### src/rtl/gactx_pkg.sv
// Shared constants and helpers for the GACTX read-path blocks.
package gactx_pkg;

    localparam int AXI_LEN_W   = 8;
    localparam int NUM_REQ_DEF = 4;
    localparam int MAX_OUT_DEF = 8;

    // Widths for the default build; parameterised modules derive their own.
    localparam int RR_IDX_W  = $clog2(NUM_REQ_DEF);
    localparam int OUT_CNT_W = $clog2(MAX_OUT_DEF) + 1;

endpackage

### src/rtl/gactx_id_fifo.sv
// In-order FIFO of granted client indices; head is the owner of the next R burst.
module gactx_id_fifo #(
    parameter int DEPTH = 8,
    parameter int WIDTH = 2
) (
    input  logic                     clk,
    input  logic                     rst,
    input  logic                     push,
    input  logic [WIDTH-1:0]         push_data,
    input  logic                     pop,
    output logic [WIDTH-1:0]         head,
    output logic [$clog2(DEPTH):0]   count,
    output logic                     full,
    output logic                     empty
);

    localparam int PTR_W = $clog2(DEPTH);

    logic [WIDTH-1:0] mem [DEPTH];
    logic [PTR_W-1:0] wr_ptr;
    logic [PTR_W-1:0] rd_ptr;
    logic             do_push;
    logic             do_pop;

    assign do_push = push && !full;
    assign do_pop  = pop && !empty;
    assign full    = (count == (PTR_W+1)'(DEPTH));
    assign empty   = (count == '0);
    assign head    = mem[rd_ptr];

    // Pointers and occupancy; DEPTH is a power of two so pointers wrap naturally.
    always_ff @(posedge clk or posedge rst) begin
        if (rst) begin
            wr_ptr <= '0;
            rd_ptr <= '0;
            count  <= '0;
        end else begin
            if (do_push) wr_ptr <= wr_ptr + 1'b1;
            if (do_pop)  rd_ptr <= rd_ptr + 1'b1;
            case ({do_push, do_pop})
                2'b10:   count <= count + 1'b1;
                2'b01:   count <= count - 1'b1;
                default: ;
            endcase
        end
    end

    // Storage needs no reset: entries are only read while count covers them.
    always_ff @(posedge clk) begin
        if (do_push) mem[wr_ptr] <= push_data;
    end

endmodule

### src/rtl/gactx_rd_arbiter.sv
// Round-robin AR arbiter with in-order R steering for the GACTX read master.
module gactx_rd_arbiter
    import gactx_pkg::*;
#(
    parameter int NUM_REQ         = 4,
    parameter int ADDR_WIDTH      = 64,
    parameter int DATA_WIDTH      = 512,
    parameter int MAX_OUTSTANDING = 8
) (
    input  logic                            aclk,
    input  logic                            areset,
    input  logic [NUM_REQ-1:0]              req_arvalid,
    output logic [NUM_REQ-1:0]              req_arready,
    input  logic [NUM_REQ*ADDR_WIDTH-1:0]   req_araddr,
    input  logic [NUM_REQ*AXI_LEN_W-1:0]    req_arlen,
    output logic [NUM_REQ-1:0]              req_rvalid,
    input  logic [NUM_REQ-1:0]              req_rready,
    output logic [DATA_WIDTH-1:0]           req_rdata,
    output logic                            req_rlast,
    output logic                            m_axi_arvalid,
    input  logic                            m_axi_arready,
    output logic [ADDR_WIDTH-1:0]           m_axi_araddr,
    output logic [AXI_LEN_W-1:0]            m_axi_arlen,
    input  logic                            m_axi_rvalid,
    output logic                            m_axi_rready,
    input  logic [DATA_WIDTH-1:0]           m_axi_rdata,
    input  logic                            m_axi_rlast,
    output logic [$clog2(MAX_OUTSTANDING):0] outstanding,
    output logic                            idle,
    output logic                            err_unexpected_r
);

    localparam int IDX_W = $clog2(NUM_REQ);
    localparam int CNT_W = $clog2(MAX_OUTSTANDING) + 1;

    logic [NUM_REQ-1:0][ADDR_WIDTH-1:0] addr_v;
    logic [NUM_REQ-1:0][AXI_LEN_W-1:0]  len_v;
    logic [IDX_W-1:0] rr_ptr;
    logic [IDX_W-1:0] winner;
    logic [IDX_W-1:0] head;
    logic             found;
    logic             slot_free;
    logic             grant;
    logic             pop;
    logic             fifo_full;
    logic             fifo_empty;

    // Packed 2-D views share the flat bus layout (client i at [i*W +: W]).
    assign addr_v = req_araddr;
    assign len_v  = req_arlen;

    // Slot frees in the same cycle its contents are accepted; the limit
    // ignores a same-cycle pop on purpose.
    assign slot_free = !m_axi_arvalid || m_axi_arready;
    assign grant     = slot_free && (outstanding < CNT_W'(MAX_OUTSTANDING)) && found;
    assign pop       = m_axi_rvalid && m_axi_rready && m_axi_rlast;

    // Round-robin search: clients at/after rr_ptr first, then the wrapped part.
    always_comb begin
        found  = 1'b0;
        winner = '0;
        for (int i = 0; i < NUM_REQ; i++) begin
            if (!found && req_arvalid[i] && (i >= int'(rr_ptr))) begin
                found  = 1'b1;
                winner = IDX_W'(i);
            end
        end
        for (int i = 0; i < NUM_REQ; i++) begin
            if (!found && req_arvalid[i] && (i < int'(rr_ptr))) begin
                found  = 1'b1;
                winner = IDX_W'(i);
            end
        end
    end

    // Per-client handshakes: AR ready to the winner, R valid to the FIFO head.
    always_comb begin
        req_arready = '0;
        req_rvalid  = '0;
        for (int i = 0; i < NUM_REQ; i++) begin
            req_arready[i] = grant && (winner == IDX_W'(i));
            req_rvalid[i]  = m_axi_rvalid && !fifo_empty && (head == IDX_W'(i));
        end
    end

    assign m_axi_rready = !fifo_empty && req_rready[head];
    assign req_rdata    = m_axi_rdata;
    assign req_rlast    = m_axi_rlast;
    assign idle         = (outstanding == '0) && !m_axi_arvalid && !(|req_arvalid);

    // AR slot register and round-robin pointer advance.
    always_ff @(posedge aclk or posedge areset) begin
        if (areset) begin
            m_axi_arvalid <= 1'b0;
            m_axi_araddr  <= '0;
            m_axi_arlen   <= '0;
            rr_ptr        <= '0;
        end else if (grant) begin
            m_axi_arvalid <= 1'b1;
            m_axi_araddr  <= addr_v[winner];
            m_axi_arlen   <= len_v[winner];
            rr_ptr        <= (winner == IDX_W'(NUM_REQ-1)) ? '0 : winner + 1'b1;
        end else if (m_axi_arready) begin
            m_axi_arvalid <= 1'b0;
        end
    end

    // Sticky flag for an R beat with no burst on record.
    always_ff @(posedge aclk or posedge areset) begin
        if (areset)                          err_unexpected_r <= 1'b0;
        else if (m_axi_rvalid && fifo_empty) err_unexpected_r <= 1'b1;
    end

    // FIFO occupancy is exactly the number of granted, uncompleted bursts.
    gactx_id_fifo #(
        .DEPTH (MAX_OUTSTANDING),
        .WIDTH (IDX_W)
    ) u_id_fifo (
        .clk       (aclk),
        .rst       (areset),
        .push      (grant),
        .push_data (winner),
        .pop       (pop),
        .head      (head),
        .count     (outstanding),
        .full      (fifo_full),
        .empty     (fifo_empty)
    );

    logic unused_full;
    assign unused_full = fifo_full;

endmodule

### config.mk
export PLATFORM = sky130hd
export DESIGN_NAME = gactx_rd_arbiter
export DESIGN_NICKNAME = d
export VERILOG_FILES = /design/src/rtl/gactx_pkg.sv /design/src/rtl/gactx_id_fifo.sv /design/src/rtl/gactx_rd_arbiter.sv
export SDC_FILE = /design/constraint.sdc
export NUM_CORES = 1
export LEC_CHECK = 0
export ABC_AREA = 1
export ABC_CLOCK_PERIOD_IN_PS = 2600
export BUFFER_PORTS_ARGS = -buffer_cell sky130_fd_sc_hd__buf_4
export CAP_MARGIN = 20
export CORE_AREA = 5 5 555 557
export DETAILED_ROUTE_END_ITERATION = 10
export DIE_AREA = 0 0 560 562
export GPL_TIMING_DRIVEN = 0
export RECOVER_POWER = 100
export REMOVE_ABC_BUFFERS = 1
export SLEW_MARGIN = 20
export SYNTH_ARGS = -nofsm -noshare
export SYNTH_HDL_FRONTEND = slang
export SYNTH_SLANG_ARGS = --single-unit
### constraint.sdc
create_clock -name aclk -period 2.6 [get_ports aclk]
set_clock_uncertainty 0.2 [all_clocks]
set_input_delay 0.26 -clock aclk [delete_from_list [all_inputs] [get_ports aclk]]
set_output_delay 0.26 -clock aclk [all_outputs]
set_load 0.005 [all_outputs]
==> metrics.yaml, run 1 <==
rsz0062_at_grt: "true"
grt_pass1_vias: 11000
vias: 13700
fillers: 35600
post_drt_wl_per_cell_um: 71.0
maxCapViolations: 0
peakVddDrop_uv: 338
stdcell_count: 5679
hpwl_mm: 375
syn_area_um2: 11400
cp-start-kind: "input port"
dr.first_iter.drc_count: 1426
gp_congestion: 1.27
synthTopCellsByArea: "buf_4, nand2_1, dfrtp_1, nand3_1, nand3b_1"
grt_use_total_pct: 24.5
syn_area_per_cell_um2: 6.61
synth-seq-cells: 102
path_max_fanout: 36
r2r-end: "u_id_fifo.count[3]"
wirelength_mm: 403
drc: 0
placed_cell_area_um2: 15500
leakagePower_nw: 7.09
clk_pin_slew_ns: 0.08
cts_made_buffers: 9
finalNetCount: 2507
reg2reg_depth: 14
pin_count: 1414
fin_ws_ns: -0.222
detail-route-antenna-nets: 0
drive_gt1_share_pct: 30.9
synthCells: 1727
via_per_inst: 2.42
gr-total-overflow: 0
cpMostUsedCell: "nor2_1"
setup_viol: 5
hold_violations: 0
fin_tns_setup_ns: -0.476
worstPathRequired_ns: 2.71
multi_input_area_um2: 4700
finalCriticalPeriod_ns: 2.82
cts-root-buf: "clkbuf_16"
fin_hold_ws_ns: 0.0321
hp-class: "input port to flip-flop"
grt_pass1_wl_mm: 426
first_pass_iters: 5
max-clock-path-buffers: 2
worstSetupEndpointType: "flip-flop"
grt_max_degree: 59
setup.worst_path.class: "input port to flip-flop"
crit_path_max_incr_delay_ns: 0.32
core_um2: 302000
reg2reg_from: "u_id_fifo.count[2]"
insertion_delay_ns: 0.43
die_height_um: 562
worstHoldStart: "req_araddr[74]"
path_cells: "buf_4 -> nor4_2 -> buf_4 -> buf_6 -> nor3_4 -> buf_8 -> buf_12 -> inv_16 -> buf_16 -> ha_4 -> ha_1 -> nand2_1 -> nor2_1 -> a211oi_2 -> nor2_1 -> nor2_1 -> nand2_1 -> xor2_1"
seq_area_um2: 2640
max-slew-margin-rel_pct: 27.4
yosys.area.top_type: "buf_4"
synth_cell_types: 32
ys_warn_count: 0
syn2layout_area_growth_pct: 54.3
failed_checks: "negative setup slack"
finalInstanceArea_um2: 17600
h-tree-depth: 3
seq_area_frac_synth_pct: 23.1
die_area_um2: 315000
dp.cells: 5520
min_path_cells: 7
floorplan.initialDensity_pct: 3.78
antenna_found_initial: 46
reg2reg_slack_ns: -0.19
synth_top_area_share_pct: 34.4
fp-row-count: 202
io_buffers: 389
worstPathArrival_ns: 2.93
outcome: "complete, but fails checks"
clock-sinks: 102
tightest_slew_ns: 1.09
min_period_over_period_pct: 109
slew_viol_final: 0
fp.dieW_um: 560
slowest_stage: "nor4_2"
cts_tree: "yes"
fmax_mhz: 354
power.density_nw_per_um2: 844
hold_end: "m_axi_araddr[10]"
state kept, by name, summed over array words and instances, names as in the netlist:
register,cells
m_axi_araddr,64
u_id_fifo.mem,16
m_axi_arlen,8
u_id_fifo.count,4
u_id_fifo.rd_ptr,3
u_id_fifo.wr_ptr,3
rr_ptr,2
err_unexpected_r,1
m_axi_arvalid,1
timing repair:
action	in CTS	in global routing
hold buffers	65	0
pin swaps	24	20
gates resized for setup	83	51
cloned	14	7
setup endpoints to repair	101	61
hold endpoints to repair	64	0
buffers inserted	40	6
through the flow:
stage | power, mW | utilization, % | setup slack [ns]
2_1_floorplan | 6.20 | - | -3.16
3_3_place_gp | 11.4 | 4.99 | -10.59
3_5_place_dp | 11.6 | 5.13 | -1.52
4_1_cts | 15.1 | 5.76 | -0.146
5_1_grt | 15.8 | 5.82 | -0.381
6_report | 14.8 | 5.83 | -0.222
Yosys cell counts, drive strengths merged:
cell type / n
a211oi: 1
a21o: 1
a21oi: 1
and3: 1
buf: 557
clkbuf: 34
dfrtp: 86
edfxtp: 16
fa: 1
ha: 9
inv: 107
nand2: 630
nand3: 159
nand3b: 73
nand4: 1
nor2: 24
nor3: 5
nor4: 1
o211ai: 1
o21ai: 13
or2: 1
xnor2: 1
xor2: 4
power by group:
group	internal, mW	switching, mW	total [mW]	leakage (nW)
combinational	3.41	7.10	10.5	5.74
sequential	2.32	0.409	2.73	1.22
clock	0.675	0.936	1.61	0.133
how the worst max path moves through the flow:
stage | from | endpoint | slack, ns | cells past startpoint
finish | req_arvalid[2] | u_id_fifo.count[3] | -0.22 | 18
CTS | u_id_fifo.rd_ptr[0] | u_id_fifo.count[3] | -0.15 | 19
floorplan | m_axi_arvalid | u_id_fifo.count[3] | -3.16 | 13
global route | u_id_fifo.rd_ptr[0] | u_id_fifo.count[3] | -0.38 | 20
global placement | req_arvalid[1] | u_id_fifo.count[3] | -10.59 | 13
detailed placement | req_arvalid[1] | u_id_fifo.count[3] | -1.52 | 19
final cells by class:
| class | instances | share of cell area, % |
|---|---|---|
| clock buffer | 10 | 1.30 |
| multi-input combinational | 934 | 26.7 |
| sequential | 102 | 15.0 |
| timing repair inverter | 2 | 0.0996 |
| clock inverter | 6 | 0.313 |
| timing repair buffer | 528 | 25.6 |
| antenna | 12 | 0.171 |
| tap | 3978 | 28.3 |
| inverter | 107 | 2.55 |
cells by family (layout without fill, tap and decap cells):
kind of cell	count (synthesis)	after routing	synth area share [%]
buffers and inverters	698	653	40.5
DFF	102	102	23.1
adders and majority gates	10	10	1.16
and+or+nand+nor	895	902	34.0
other	0	12	0
AOI/OAI and AO/OA	17	17	0.812
xor gates and xnor gates	5	5	0.384
worst max-delay path, delay by kind of cell:
kind,cells,cell delay (ns)
simple gates,7,0.69
fa+ha+maj,2,0.41
buf+inv,7,1.16
compound gates,1,0.22
xor+xnor,1,0.14
routing by layer:
layer / up-vias / part of all wire, % / track usage (%)
met3: 224 / 34 / 40.1
met4: 58 / 3.4 / 6.53
met2: 2944 / 49 / 43.0
met5: - / 1.1 / 9.79
li1: 4749 / - / -
met1: 5772 / 12 / 8.16
layout by cell type, fill, tap and decap left out, types with 3 or more instances in the layout:
master and count:
o21ai_2 3, nand2_2 24, clkbuf_4 11, nand3_2 6
nand3_1 147, buf_6 10, dlygate4sd3_1 65, buf_8 3
inv_1 92, clkinvlp_4 3, ha_4 6, nor2_1 19
nand2_8 8, buf_4 357, ha_1 3, diode_2 12
nand2_1 591, inv_2 10, o21ai_1 7, inv_8 3
edfxtp_1 16, clkbuf_1 54, nor2_2 4, buf_16 12
xor2_1 4, clkbuf_16 15, nand2_4 13, nand3_4 7
nand3b_1 73, dfrtp_1 84, buf_12 8, inv_6 3
nor3_1 3, bufbuf_16 3
(Power assumes the default switching activity.)
==> inputs of run 2 (changes only) <==
--- a/config.mk
+++ b/config.mk
@@ -19,3 +19,4 @@
 export SYNTH_ARGS = -nofsm -noshare
 export SYNTH_HDL_FRONTEND = slang
 export SYNTH_SLANG_ARGS = --single-unit
+export TNS_END_PERCENT = 10
==> constraint.sdc (replaced) <==
create_clock -name aclk -period 2.6 [get_ports aclk]
set_clock_uncertainty 0.2 [all_clocks]
set_input_delay 0.52 -clock aclk [delete_from_list [all_inputs] [get_ports aclk]]
set_output_delay 0.52 -clock aclk [all_outputs]
set_load 0.005 [all_outputs]
==> run 2 against run 1 <==
Effect of this change:
- the run still ends with negative setup slack left
- combinational power is 4% lower
- die area unchanged
- first-iteration DRC count fell by 9.7%
- wire length decreased by 0.72%
- non-clock buffer count is 68 lower
- largest power group unchanged
==> metrics.yaml, run 2 (synthesized netlist as in run 1, its figures left out) <==
reg.largest.list: "m_axi_araddr (64), u_id_fifo.mem (16), m_axi_arlen (8)"
grt_pass1_vias: 10500
clk_pin_slew_ns: 0.11
fmax_mhz: 337
fin_tns_setup_ns: -5.72
max-slew-margin-rel_pct: 25.9
path_buf_inv: 5
core_um2: 302000
crit_path_max_incr_delay_ns: 0.40
antenna_found_initial: 45
crit_start: "rr_ptr[1]"
drc: 0
floorplan.initialDensity_pct: 3.78
failed_checks: "negative setup slack"
die_height_um: 562
fin_ws_ns: -0.367
peakVddDrop_uv: 340
finalCriticalPeriod_ns: 2.97
h-tree-depth: 3
gp_congestion: 1.27
slew_viol_final: 0
seq_area_um2: 2640
stdcell_count: 5608
rsz0062_at_grt: "true"
insertion_delay_ns: 0.43
cts-root-buf: "clkbuf_16"
path_max_fanout: 3
tightest_slew_ns: 1.11
drive_gt1_share_pct: 31.0
setup.worst_path.class: "flip-flop to output pin"
pre_cts_ws_ns: -1.78
hpwl_mm: 375
mostFrequentLayoutCells: "nand2_1, buf_4, nand3_1"
outcome: "complete, but fails checks"
finalNetCount: 2439
cp_top_family: "simple AND/OR/NAND/NOR gates"
cts_tree: "yes"
dp.cells: 5520
fin_hold_ws_ns: 0.0994
detail-route-antenna-nets: 0
grt_max_degree: 101
power.density_nw_per_um2: 866
regMostFlops: "m_axi_araddr"
worstHoldStart: "m_axi_arready"
path_cells: "nand2_1 -> nand2_2 -> nand2_2 -> nor2_4 -> nand4_1 -> buf_6 -> nand2_8 -> inv_16 -> buf_16 -> ha_4 -> inv_2 -> nor2_1 -> buf_4"
grt_pass1_wl_mm: 424
pin_count: 1414
hp-class: "input port to flip-flop"
syn2layout_area_growth_pct: 45.8
gr-total-overflow: 0
reg2reg_from: "rr_ptr[1]"
multi_input_area_um2: 4690
post_drt_wl_per_cell_um: 71.3
cts_made_buffers: 9
maxCapViolations: 0
min_period_over_period_pct: 114
worstPathRequired_ns: 1.88
die_area_um2: 315000
setup_viol: 49
leakagePower_nw: 6.65
fillers: 35700
first_pass_iters: 7
wirelength_mm: 400
via_per_inst: 2.41
worstPathArrival_ns: 2.25
cpMostUsedCell: "nand2_2"
largest_reg_flops: 64
slowest_stage: "dfrtp_1"
cp-start-kind: "flip-flop"
grt_use_total_pct: 24.4
max-clock-path-buffers: 2
vias: 13500
worstSetupEndpointType: "output pin"
dr.first_iter.drc_count: 1287
final_common_cell: "nand2_1"
fp.dieW_um: 560
clock-sinks: 102
hold_violations: 0
io_buffers: 389
fp-row-count: 202
==> run 2: worst paths after layout <==
kind                                       endpoint  slack (ns)  depth (start not counted)
max in group asynchronous       u_id_fifo.rd_ptr[1]        0.20                          4
worst max register to register     m_axi_araddr[15]       -0.24                         13
worst max-delay path                 req_arready[0]       -0.37                         13
min in group asynchronous          m_axi_araddr[57]        0.68                          3
worst min register to register     err_unexpected_r        0.28                          1
worst min-delay path                  m_axi_arvalid         0.1                          2
==> run 2: worst register-to-register path: stages, from the launching register on <==
cell and delay [ns]:
dfrtp_1 0.40, nand2_1 0.08, nand2_2 0.08, nand2_2 0.08, nor2_4 0.16, nand4_1 0.13
buf_6 0.16, nand2_8 0.15, buf_4 0.42, buf_16 0.28, nand3_2 0.39, nand2_1 0.15
nand2_1 0.06, nand2_1 0.05
==> run 2: final cells by class <==
| cell class | instances | share of cell area (%) |
|---|---|---|
| tap | 3978 | 29.9 |
| multi-input combinational | 933 | 28.2 |
| timing repair buffer | 460 | 21.3 |
| sequential | 102 | 15.9 |
| inverter | 107 | 2.68 |
| clock buffer | 10 | 1.38 |
| clock inverter | 6 | 0.331 |
| timing repair inverter | 3 | 0.158 |
| antenna | 9 | 0.135 |
==> run 2: routing by layer <==
metal	global-route usage [%]	part of all wire [%]	vias to the layer above
li1	-	-	4592
met4	7.23	3.8	66
met1	8.33	12	5733
met5	10.4	1.2	-
met2	42.4	49	2876
met3	40.0	34	229
==> run 2: stage by stage <==
step | utilization (%) | power, mW | area, µm²
after floorplan | - | 6.20 | 7190
after global placement | 4.99 | 11.4 | 15100
after detailed placement | 5.13 | 11.6 | 15500
after CTS | 5.50 | 14.9 | 16600
after global routing | 5.50 | 15.3 | 16600
final | 5.51 | 14.4 | 16600
==> run 2: power by group <==
part	switching, mW	leakage, nW	total, mW	internal, mW
Sequential	0.397	1.21	2.72	2.32
Clock	0.935	0.133	1.61	0.675
Combinational	6.99	5.30	10.1	3.07
==> run 2: timing repair <==
action                     in CTS  in global routing
hold buffers                    1                  0
setup endpoints to repair     105                 93
hold endpoints to repair       28                  0
gates cloned                   13                  0
buffers inserted               37                 14
pin swaps                      22                 24
gates resized for setup        80                 53
